==> src/rtl/jk_register_bank.sv <==
// WIDTH-bit bank of JK flip-flops with parallel load, up/down count and shift modes.
// Mode decode and count-toggle generation live in the bank; each bit is a jk_bit cell.

module jk_bit #(
  parameter logic RST_BIT = 1'b0
) (
  input  logic       clk,
  input  logic       resetL,
  input  logic       ld,
  input  logic       ld_d,
  input  logic       en,
  input  logic [1:0] mode,
  input  logic       j,
  input  logic       k,
  input  logic       cnt_tgl,
  input  logic       shin,
  output logic       q
);

  always_ff @(posedge clk or negedge resetL) begin
    if (!resetL) begin
      q <= RST_BIT;
    end else if (ld) begin
      q <= ld_d;
    end else if (en) begin
      case (mode)
        2'b00: begin
          case ({j, k})
            2'b01:   q <= 1'b0;
            2'b10:   q <= 1'b1;
            2'b11:   q <= ~q;
            default: q <= q;
          endcase
        end
        2'b01:   if (cnt_tgl) q <= ~q;
        2'b10:   q <= shin;
        default: q <= q;
      endcase
    end
  end

endmodule

module jk_register_bank #(
  parameter int          WIDTH       = 8,
  parameter logic [31:0] RESET_VALUE = 32'h0
) (
  input  logic             clk,
  input  logic             resetL,
  input  logic             en,
  input  logic             load,
  input  logic [WIDTH-1:0] d,
  input  logic [1:0]       mode,
  input  logic [WIDTH-1:0] j,
  input  logic [WIDTH-1:0] k,
  input  logic             up,
  input  logic             sin,
  output logic [WIDTH-1:0] q,
  output logic [WIDTH-1:0] qL,
  output logic             tc,
  output logic             wrap
);

  localparam logic [WIDTH-1:0] RST = RESET_VALUE[WIDTH-1:0];

  for (genvar i = 0; i < WIDTH; i++) begin : g_bit
    logic cnt_tgl;
    logic shin;

    // Synchronous counter: a bit flips when every lower bit is 1 (up) or 0 (down).
    if (i == 0) begin : g_lsb
      assign cnt_tgl = 1'b1;
      assign shin    = sin;
    end else begin : g_upper
      assign cnt_tgl = up ? (&q[i-1:0]) : ~(|q[i-1:0]);
      assign shin    = q[i-1];
    end

    jk_bit #(.RST_BIT(RST[i])) u_bit (
      .clk     (clk),
      .resetL  (resetL),
      .ld      (load),
      .ld_d    (d[i]),
      .en      (en),
      .mode    (mode),
      .j       (j[i]),
      .k       (k[i]),
      .cnt_tgl (cnt_tgl),
      .shin    (shin),
      .q       (q[i])
    );
  end

  assign qL = ~q;

  // tc is exactly the condition under which this edge wraps, so wrap is tc delayed.
  assign tc = en & ~load & (mode == 2'b01) & (up ? (&q) : ~(|q));

  always_ff @(posedge clk or negedge resetL) begin
    if (!resetL) wrap <= 1'b0;
    else         wrap <= tc;
  end

endmodule
==> config.mk <==
export PLATFORM = sky130hd
export DESIGN_NAME = jk_register_bank
export DESIGN_NICKNAME = d
export VERILOG_FILES = /design/src/rtl/jk_register_bank.sv
export SDC_FILE = /design/constraint.sdc
export NUM_CORES = 1
export LEC_CHECK = 0
export CAP_MARGIN = 40
export CORE_MARGIN = 5
export CORE_UTILIZATION = 48
export CTS_CLUSTER_SIZE = 20
export DETAILED_ROUTE_END_ITERATION = 10
export MAX_ROUTING_LAYER = met4
export PLACE_DENSITY = 0.9
export SLEW_MARGIN = 30
export SYNTH_ARGS = -nofsm -noshare
export SYNTH_HDL_FRONTEND = slang
export SYNTH_SLANG_ARGS = --single-unit
==> constraint.sdc <==
create_clock -name clk -period 3.88 [get_ports clk]
set_input_delay 0.776 -clock clk [delete_from_list [all_inputs] [get_ports clk]]
set_output_delay 0.776 -clock clk [all_outputs]
set_load 0.03 [all_outputs]
# ---- Yosys cells after proc, flatten, opt, wreduce, memory -nomap -nowiden
# Cells that the tools add are included.
dict set report totals {
  reg_bits 9
  word_cells 142
}
dict set report op_classes {
  eq_ne 41
  mux 47
  bitwise 20
  n_reduce_logical 25
}
# operator count
set ops {}
lappend ops {{$pmux 1 s3} 16}
lappend ops {{$ne 5x2->1 const B} 7}
lappend ops {{$eq 2x2->1 const B} 17}
lappend ops {{$reduce_and 4->1} 8}
lappend ops {{$mux 1} 31}
lappend ops {{$ne 3x3->1 const B} 7}
lappend ops {{$eq 2x1->1 const B} 9}
lappend ops {{$not 1->1} 16}
lappend ops {{$not 8->8} 1}
lappend ops {{$reduce_and 8->1} 1}
lappend ops {{$reduce_or 8->1} 1}
lappend ops {{$reduce_and 7->1} 1}
lappend ops {{$reduce_or 7->1} 1}
lappend ops {{$reduce_and 3->1} 2}
lappend ops {{$reduce_and 6->1} 1}
lappend ops {{$reduce_or 6->1} 1}
lappend ops {{$ne 5x5->1 const B} 1}
lappend ops {{$reduce_and 5->1} 1}
lappend ops {{$reduce_or 5->1} 1}
lappend ops {{$reduce_bool 4->1} 1}
lappend ops {{$reduce_or 4->1} 1}
lappend ops {{$and 1x1->1} 3}
lappend ops {{$reduce_or 3->1} 1}
lappend ops {{$logic_not 2->1} 1}
lappend ops {{3 further kinds} 3}

# ---- Depth between registers and ports, before layout
# Gate-level depths: netlist (run 1).
dict set report logic_depth {
  ltp_word 7
  mapped_depth 7
  depth_no_buf 6
}

# ---- Hierarchy
# A second synthesis (run 1) with hierarchy kept.
dict set report unflattened {
  hier_cells 224
  hier_area_um2 1845.5
}
# mod instances cells_per_inst area_per_inst_um2 seq_area_each_um2
set by_module_without_submodules {}
lappend by_module_without_submodules {jk_bit 8 23 195.2 25.0}
lappend by_module_without_submodules {jk_register_bank 1 40 284.0 25.0}

# ---- Worst setup path before layout (run 1)
# Ideal clock, no wire load.
dict set report synth_timing {
  path_kind {input to output}
  startpoint {in up}
  endpoint {out tc}
  t_arrival_ps 2015
  required_time_ps 3104
  path_slack_ps 1089
  cell_stages 4
  path_buffers 0
  path_cell_list {nor4_4 > nand2_2 > or4_1 > a21oi_1}
}
dict set report synth_via {
  elab_chain_cells 2
}
# element line_no
set synth_rtl {}
lappend synth_rtl {{start, declared} 56} ;# input logic up,
lappend synth_rtl {{$mux 1} 97} ;# assign tc = en & ~load & (mode == 2'b01) & (up ? (&q) : ~(|q));
lappend synth_rtl {{$and 1x1->1} 97}
lappend synth_rtl {{end, declared} 60} ;# output logic tc,
# Every way passes these cells.

# ---- Worst setup path after layout (run 1)
# Same ends and word-level chain as after synthesis.

==> results of run 1 <==
## path summary, 6_finish.rpt
kind,slack [ps],from,to,depth (start not counted)
max,200,up,tc,6
min,630,g_bit[7].u_bit.q,g_bit[7].u_bit.q,2
max reg2reg,2180,g_bit[0].u_bit.q,g_bit[6].u_bit.q,5
min reg2reg,630,g_bit[7].u_bit.q,g_bit[7].u_bit.q,2
max in group asynchronous,2750,resetL,g_bit[1].u_bit.q,1
min in group asynchronous,820,resetL,wrap,1
## worst register-to-register path: cells and delay by family (launching register included)
| kind | cells | cell delay [ps] |
|---|---|---|
| flops | 1 | 510 |
| compound gates | 2 | 380 |
| simple gates | 1 | 330 |
| mux | 1 | 220 |
| buf+inv | 1 | 180 |
## state kept, by name, summed over array words and instances (netlist names)
register / count
g_bit.u_bit.q: 8
wrap: 1
## kinds of logic after synthesis
logic type | share of synthesized area
compound gates | 0.1843
xor+xnor | 0.006687
fa+ha+maj | 0.1815
buf+inv | 0.1519
flops | 0.1719
mux | 0.1223
simple gates | 0.1815
## power by group
group	internal [W]	switching (W)	leakage, nW
Clock	0.0000398	0.0000384	0.0150
Combinational	0.000147	0.000174	0.676
Sequential	0.000111	0.0000396	0.112
Total	0.000298	0.000252	0.803
## cells in the final DEF, fill, tap and decap left out, types with 2 or more instances in the layout
master,n
a211oi_1,6
a21boi_0,3
a21oi_1,2
a22oi_1,3
a311oi_1,2
buf_4,3
clkbuf_4,3
clkdlybuf4s50_1,49
dfrtp_1,9
ha_1,19
inv_1,25
mux2i_1,16
nand2_1,2
nand2b_1,3
nand3_1,6
nand4_1,2
nor2_1,6
nor3_1,6
nor3b_1,6
o21ai_0,5
o221ai_1,5
o31ai_1,2
o32ai_1,2
## per-layer routing
metal  up-vias  wire [um]  global-route usage
li1        644          -                   -
met1       617       1431              0.2216
met2        55       1878              0.3264
met3         5        246             0.03604
met4         0         36             0.06775
met5         -          0                   -
## metrics by stage
stage | instance area, um^2 | setup WS, ps
6_report | 1794 | 202.4
5_1_grt | 1794 | 72.84
4_1_cts | 1783 | 200.4
3_5_place_dp | 1757 | 192.9
3_3_place_gp | 1757 | 239.1
2_1_floorplan | 1310 | 1089
## cell type report
type | count | area share
Sequential cell | 9 | 0.1255
Inverter | 25 | 0.05230
Tap cell | 31 | 0.02162
Timing Repair Buffer | 53 | 0.2922
Multi-Input combinational cell | 107 | 0.4937
Clock buffer | 4 | 0.01464
==> key figures, run 1 <==
Run status
  • Status: completed

Detailed routing
  • Vias per std cell: 5.769
  • Total detailed-routing wirelength: 3593 um
  • Number of DRC violations after detailed routing: 0
  • DRC marker count from the first detailed-route iteration: 67
  • Remaining antenna violation count: 0
  • Routed WL per cell: 15.69 um
  • 1st-pass router iterations: 4
  • Count of vias placed by the detailed router: 1321

Final layout
  • Post-layout nets: 250
  • Layout overhead on the synthesized area: 36.96%
  • Count of placed standard cells in the final layout, fillers left out: 229
  • Area of the multi-input gates: 885.9 um^2
  • Filler cell count in the final layout: 215
  • Sequential standard cell area: 225.2 um^2
  • Finished Core Util: 0.6679
  • Inserted Diodes: 0
  • Share of post-route cells with drive strength above 1: 0.06061

Die
  • Ports placed on the boundary: 50
  • Core outline area: 0.002686 mm^2
  • Die Ht: 62.24 um
  • Initial cell density of the core: 0.4877
  • Die Span X: 62.24 um
  • Total die area: 0.003874 mm^2
  • # rows: 19

Pwr
  • Total leakage power: 0.8034 nW
  • Power Density: 306.3 mW/mm^2
  • Max rail drop VDD: 0.2393 mV
  • Pwr Total: 0.0005496 W

Yosys
  • Gate count of the mapped netlist: 158
  • Dominant synthesized flop cell: dfrtp_1
  • Number of synthesized register bits: 9
  • Synthesized area: 0.001310 mm^2
  • Number of flops mapped to enable cells by yosys: 0
  • Net Count, Synth: 209
  • Sequential fraction of the synthesis area: 0.1719
  • Syn_area_per_cell: 8.291 um^2
  • Most instantiated library cell after synthesis: inv_1
  • Synth cell count leaders: 25 x inv_1, 19 x ha_1, 16 x mux2i_1, 9 x dfrtp_1, 8 x buf_4
  • Cell type contributing the most total cell area after synthesis: ha_1
  • Proportion of netlist area held by the largest area contributor: 0.1815
  • Main area contributors after synthesis: ha_1 18%, dfrtp_1 17%, mux2i_1 12%
  • Number of distinct library cells after synthesis: 37
  • Warning count from the yosys run: 0
  • Asr flop ratio synth: 1.000

Clock network
  • Clock Latency Late Sink: 270 ps
  • Clock tree from TritonCTS: built
  • Clock root buffer: clkbuf_4
  • Buffers inserted by post-CTS timing repair: 0
  • H-tree level count: 1
  • Maximum count of clock buffers along a single path: 2
  • Sink Count: 9
  • CTS Hold Bufs: 0
  • Total clock buffers created by CTS: 3
  • Resize count post-CTS: 0
  • Worst-path clk slew: 70 ps

STA
  • Slew @ Worst Pin: 448.8 ps
  • Worst rel slew slack: 0.6998
  • RSZ-0062 raised after global routing: no
  • Final setup TNS: 0 ps
  • Maximum clock frequency: 271.9 MHz
  • Post-route clock period utilization: 0.9478
  • Worst slack on hold paths: 632.0 ps
  • Fin Clk Skew: 3.128 ps
  • Tmin final: 3678 ps
  • Final Max Tran Viols: 0
  • Final count of negative-setup-slack endpoints: 0
  • Endpoints failing hold: 0

Placed design
  • Number of instances in the placed design: 224
  • Port Buffer Count: 49
  • RD Place Congestion: 0.9239
  • Detail Placement HPWL: 2830 um

GRT
  • Wire length of the first global-routing pass: 6113 um
  • Initial antenna violation count: 0
  • Residual overflow from global routing: 0
  • Global router's overall resource usage: 0.1913
  • Via count of the first global-routing pass: 1384
  • Largest net degree at the start of global routing: 25

Critical path
  • Cell repeated most along the worst path: clkdlybuf4s50_1
  • Largest delay share family, worst path: buffers and inverters
  • Data required, critical path: 3100 ps
  • Startpoint types: input port
  • Worst setup path category: in2out
  • Arrival time of data at the critical path endpoint: 2900 ps
  • Ordered cell list for the critical path: clkdlybuf4s50_1 > nor4_4 > nand2_2 > or4_1 > a21oi_1 > clkdlybuf4s50_1
  • Largest fanout of any net on the critical path: 5
  • Max incr delay on CP: 710 ps
  • Endpoint class of the critical path: primary output
  • Master of the slowest instance on the critical path: clkdlybuf4s50_1
  • Crit path buf inv count: 2

Run
  • Max-Cap Viols: 0

Min path
  • Min-Delay Path Class: reg2reg
Note: power is estimated with default switching activity, not from simulation.
==> run 2: changes to the inputs <==
--- a/config.mk
+++ b/config.mk
@@ -12,6 +12,8 @@
 export DETAILED_ROUTE_END_ITERATION = 10
 export MAX_ROUTING_LAYER = met4
 export PLACE_DENSITY = 0.9
+export RECOVER_POWER = 50
+export SETUP_SLACK_MARGIN = 0.02
 export SLEW_MARGIN = 30
 export SYNTH_ARGS = -nofsm -noshare
 export SYNTH_HDL_FRONTEND = slang
==> run 2 against run 1 <==
Effect of this change:
- clock power barely moved
- clock skew decreased by 0.78 ps
- setup slack about the same
- power down 1.3%
- core utilization is the same
- global-route usage stayed put
- non-clock buffer count is the same
- sequential power is essentially flat
- cell count unchanged
- register-to-register slack about the same
- combinational power decreased by 2%
- fmax about the same
- highest routed layer unchanged
==> key figures, run 2 (synthesis gave the netlist of run 1 again) <==
GRT
  • Largest net degree at the start of global routing: 25 (unchanged)
  • Initial antenna violation count: 0 (unchanged)
  • Global router's overall resource usage: 0.1913 (unchanged)
  • Wire length of the first global-routing pass: 6113 um (unchanged)
  • Residual overflow from global routing: 0 (unchanged)
  • Via count of the first global-routing pass: 1384 (unchanged)

Detailed routing
  • 1st-pass router iterations: 4 (unchanged)
  • Total detailed-routing wirelength: 3593 um (unchanged)
  • Number of DRC violations after detailed routing: 0 (unchanged)
  • DRC marker count from the first detailed-route iteration: 64 (was 67)
  • Vias per std cell: 5.777 (was 5.769)
  • Routed WL per cell: 15.69 um (unchanged)
  • Remaining antenna violation count: 0 (unchanged)
  • Count of vias placed by the detailed router: 1323 (was 1321)

STA
  • Maximum clock frequency: 271.9 MHz (about the same)
  • Final Max Tran Viols: 0 (unchanged)
  • Post-route clock period utilization: 0.9478 (about the same)
  • Slew @ Worst Pin: 453.9 ps (was 448.8 ps)
  • Fin Clk Skew: 2.352 ps (was 3.128 ps)
  • Tmin final: 3678 ps (about the same)
  • Final setup TNS: 0 ps (unchanged)
  • RSZ-0062 raised after global routing: no (unchanged)
  • Worst rel slew slack: 0.6964 (was 0.6998)
  • Final count of negative-setup-slack endpoints: 0 (unchanged)
  • Endpoints failing hold: 0 (unchanged)

Critical path
  • Largest fanout of any net on the critical path: 5 (unchanged)
  • Arrival time of data at the critical path endpoint: 2900 ps (about the same)
  • Cell repeated most along the worst path: clkdlybuf4s50_1 (unchanged)
  • Ordered cell list for the critical path: clkdlybuf4s50_1 > nor4_4 > nand2_2 > or4_1 > a21oi_1 > clkdlybuf4s50_1 (unchanged)
  • Endpoint class of the critical path: primary output (unchanged)
  • Largest delay share family, worst path: buffers and inverters (unchanged)
  • Master of the slowest instance on the critical path: clkdlybuf4s50_1 (unchanged)
  • Crit path buf inv count: 2 (unchanged)
  • Worst setup path category: in2out (unchanged)
  • Max incr delay on CP: 710 ps (about the same)
  • Data required, critical path: 3100 ps (about the same)
  • R2r setup slk: 2180 ps (about the same)
  • Startpoint types: input port (unchanged)

Die
  • Initial cell density of the core: 0.4877 (unchanged)
  • Total die area: 0.003874 mm^2 (unchanged)
  • Core outline area: 0.002686 mm^2 (unchanged)
  • Ports placed on the boundary: 50 (unchanged)
  • Die Ht: 62.24 um (unchanged)
  • # rows: 19 (unchanged)
  • Die Span X: 62.24 um (unchanged)

Clock network
  • CTS Hold Bufs: 0 (unchanged)
  • Worst-path clk slew: 70 ps (about the same)
  • Maximum count of clock buffers along a single path: 2 (unchanged)
  • H-tree level count: 1 (unchanged)
  • Total clock buffers created by CTS: 3 (unchanged)
  • Resize count post-CTS: 0 (unchanged)
  • Clock root buffer: clkbuf_4 (unchanged)
  • Clock tree from TritonCTS: built (unchanged)
  • Buffers inserted by post-CTS timing repair: 0 (unchanged)
  • Clock Latency Late Sink: 270 ps (about the same)
  • Sink Count: 9 (unchanged)

Placed design
  • Total placed instance area: 0.001757 mm^2 (unchanged)
  • RD Place Congestion: 0.9239 (unchanged)
  • Detail Placement HPWL: 2830 um (unchanged)
  • Port Buffer Count: 49 (unchanged)

Min path
  • Min-Delay Path Class: reg2reg (unchanged)

Final layout
  • Commonest non-fill, non-tap cells in the layout: 40 x clkdlybuf4s50_1, 25 x inv_1, 19 x ha_1 (was 49 x clkdlybuf4s50_1, 25 x inv_1, 19 x ha_1)
  • Finished Cell Area: 0.001794 mm^2 (unchanged)
  • Max FFs per register: 8 (unchanged)
  • Filler cell count in the final layout: 215 (unchanged)
  • Register with the highest flop count: g_bit.u_bit.q (unchanged)
  • Finished Core Util: 0.6679 (unchanged)
  • Largest registers: g_bit.u_bit.q x8, wrap x1 (unchanged)
  • Share of post-route cells with drive strength above 1: 0.06061 (unchanged)
  • Most common cell after layout, fill and taps aside: clkdlybuf4s50_1 (unchanged)
  • Layout overhead on the synthesized area: 36.96% (unchanged)
  • Post-layout nets: 250 (unchanged)
  • Inserted Diodes: 0 (unchanged)

Run
  • Max-Cap Viols: 0 (unchanged)

Run status
  • Status: completed (unchanged)

Pwr
  • Pwr Total: 0.0005423 W (was 0.0005496 W)
  • Power Density: 302.3 mW/mm^2 (was 306.3 mW/mm^2)
  • Total leakage power: 0.8112 nW (was 0.8034 nW)
  • Max rail drop VDD: 0.2350 mV (was 0.2393 mV)
==> run 2: power by group <==
group / total, W / leakage (nW) / switching, W / internal (W)
clock: 0.0000779 / 0.0150 / 0.0000381 / 0.0000398
combinational: 0.000314 / 0.684 / 0.000174 / 0.000140
sequential: 0.000150 / 0.112 / 0.0000390 / 0.000111
total: 0.000542 / 0.811 / 0.000251 / 0.000291
==> run 2: worst reg2reg max path, stage by stage, from the launching register on <==
cell and delay (ps):
dfrtp_1 510, nor4_4 330, buf_4 180, a31oi_1 90, a211oi_1 290, mux2i_1 220
==> run 2: area by class of cell <==
cell class / instances / area (um^2) / share of cell area
Tap cell: 31 / 38.79 / 0.02162
Sequential cell: 9 / 225.2 / 0.1255
Clock buffer: 4 / 26.28 / 0.01464
Timing Repair Buffer: 53 / 524.3 / 0.2922
Multi-Input combinational cell: 107 / 885.9 / 0.4937
Inverter: 25 / 93.84 / 0.05230
==> run 2: metal layers <==
layer	vias up	global-route usage	part of all wire
li1	644	-	-
met3	5	0.03604	0.062
met4	0	0.06775	0.010
met5	-	-	0
met2	51	0.3264	0.52
met1	623	0.2216	0.40
==> run 2: final timing paths <==
| path | cells after the start | endpoint | from |
|---|---|---|---|
| max in group asynchronous | 1 | g_bit[1].u_bit.q | resetL |
| min in group asynchronous | 1 | wrap | resetL |
| min | 2 | g_bit[7].u_bit.q | g_bit[7].u_bit.q |
| max reg2reg | 5 | g_bit[6].u_bit.q | g_bit[0].u_bit.q |
| max | 6 | tc | up |
| min reg2reg | 2 | g_bit[7].u_bit.q | g_bit[7].u_bit.q |
==> run 2: stage by stage <==
stage	instances	hold slack, ps	worst slack [ps]
after floorplan	158	480.4	1089
after global placement	224	596.9	239.1
after detailed placement	224	626.3	192.9
after CTS	228	636.6	200.4
after global routing	229	673.0	72.84
final	229	624.4	202.4
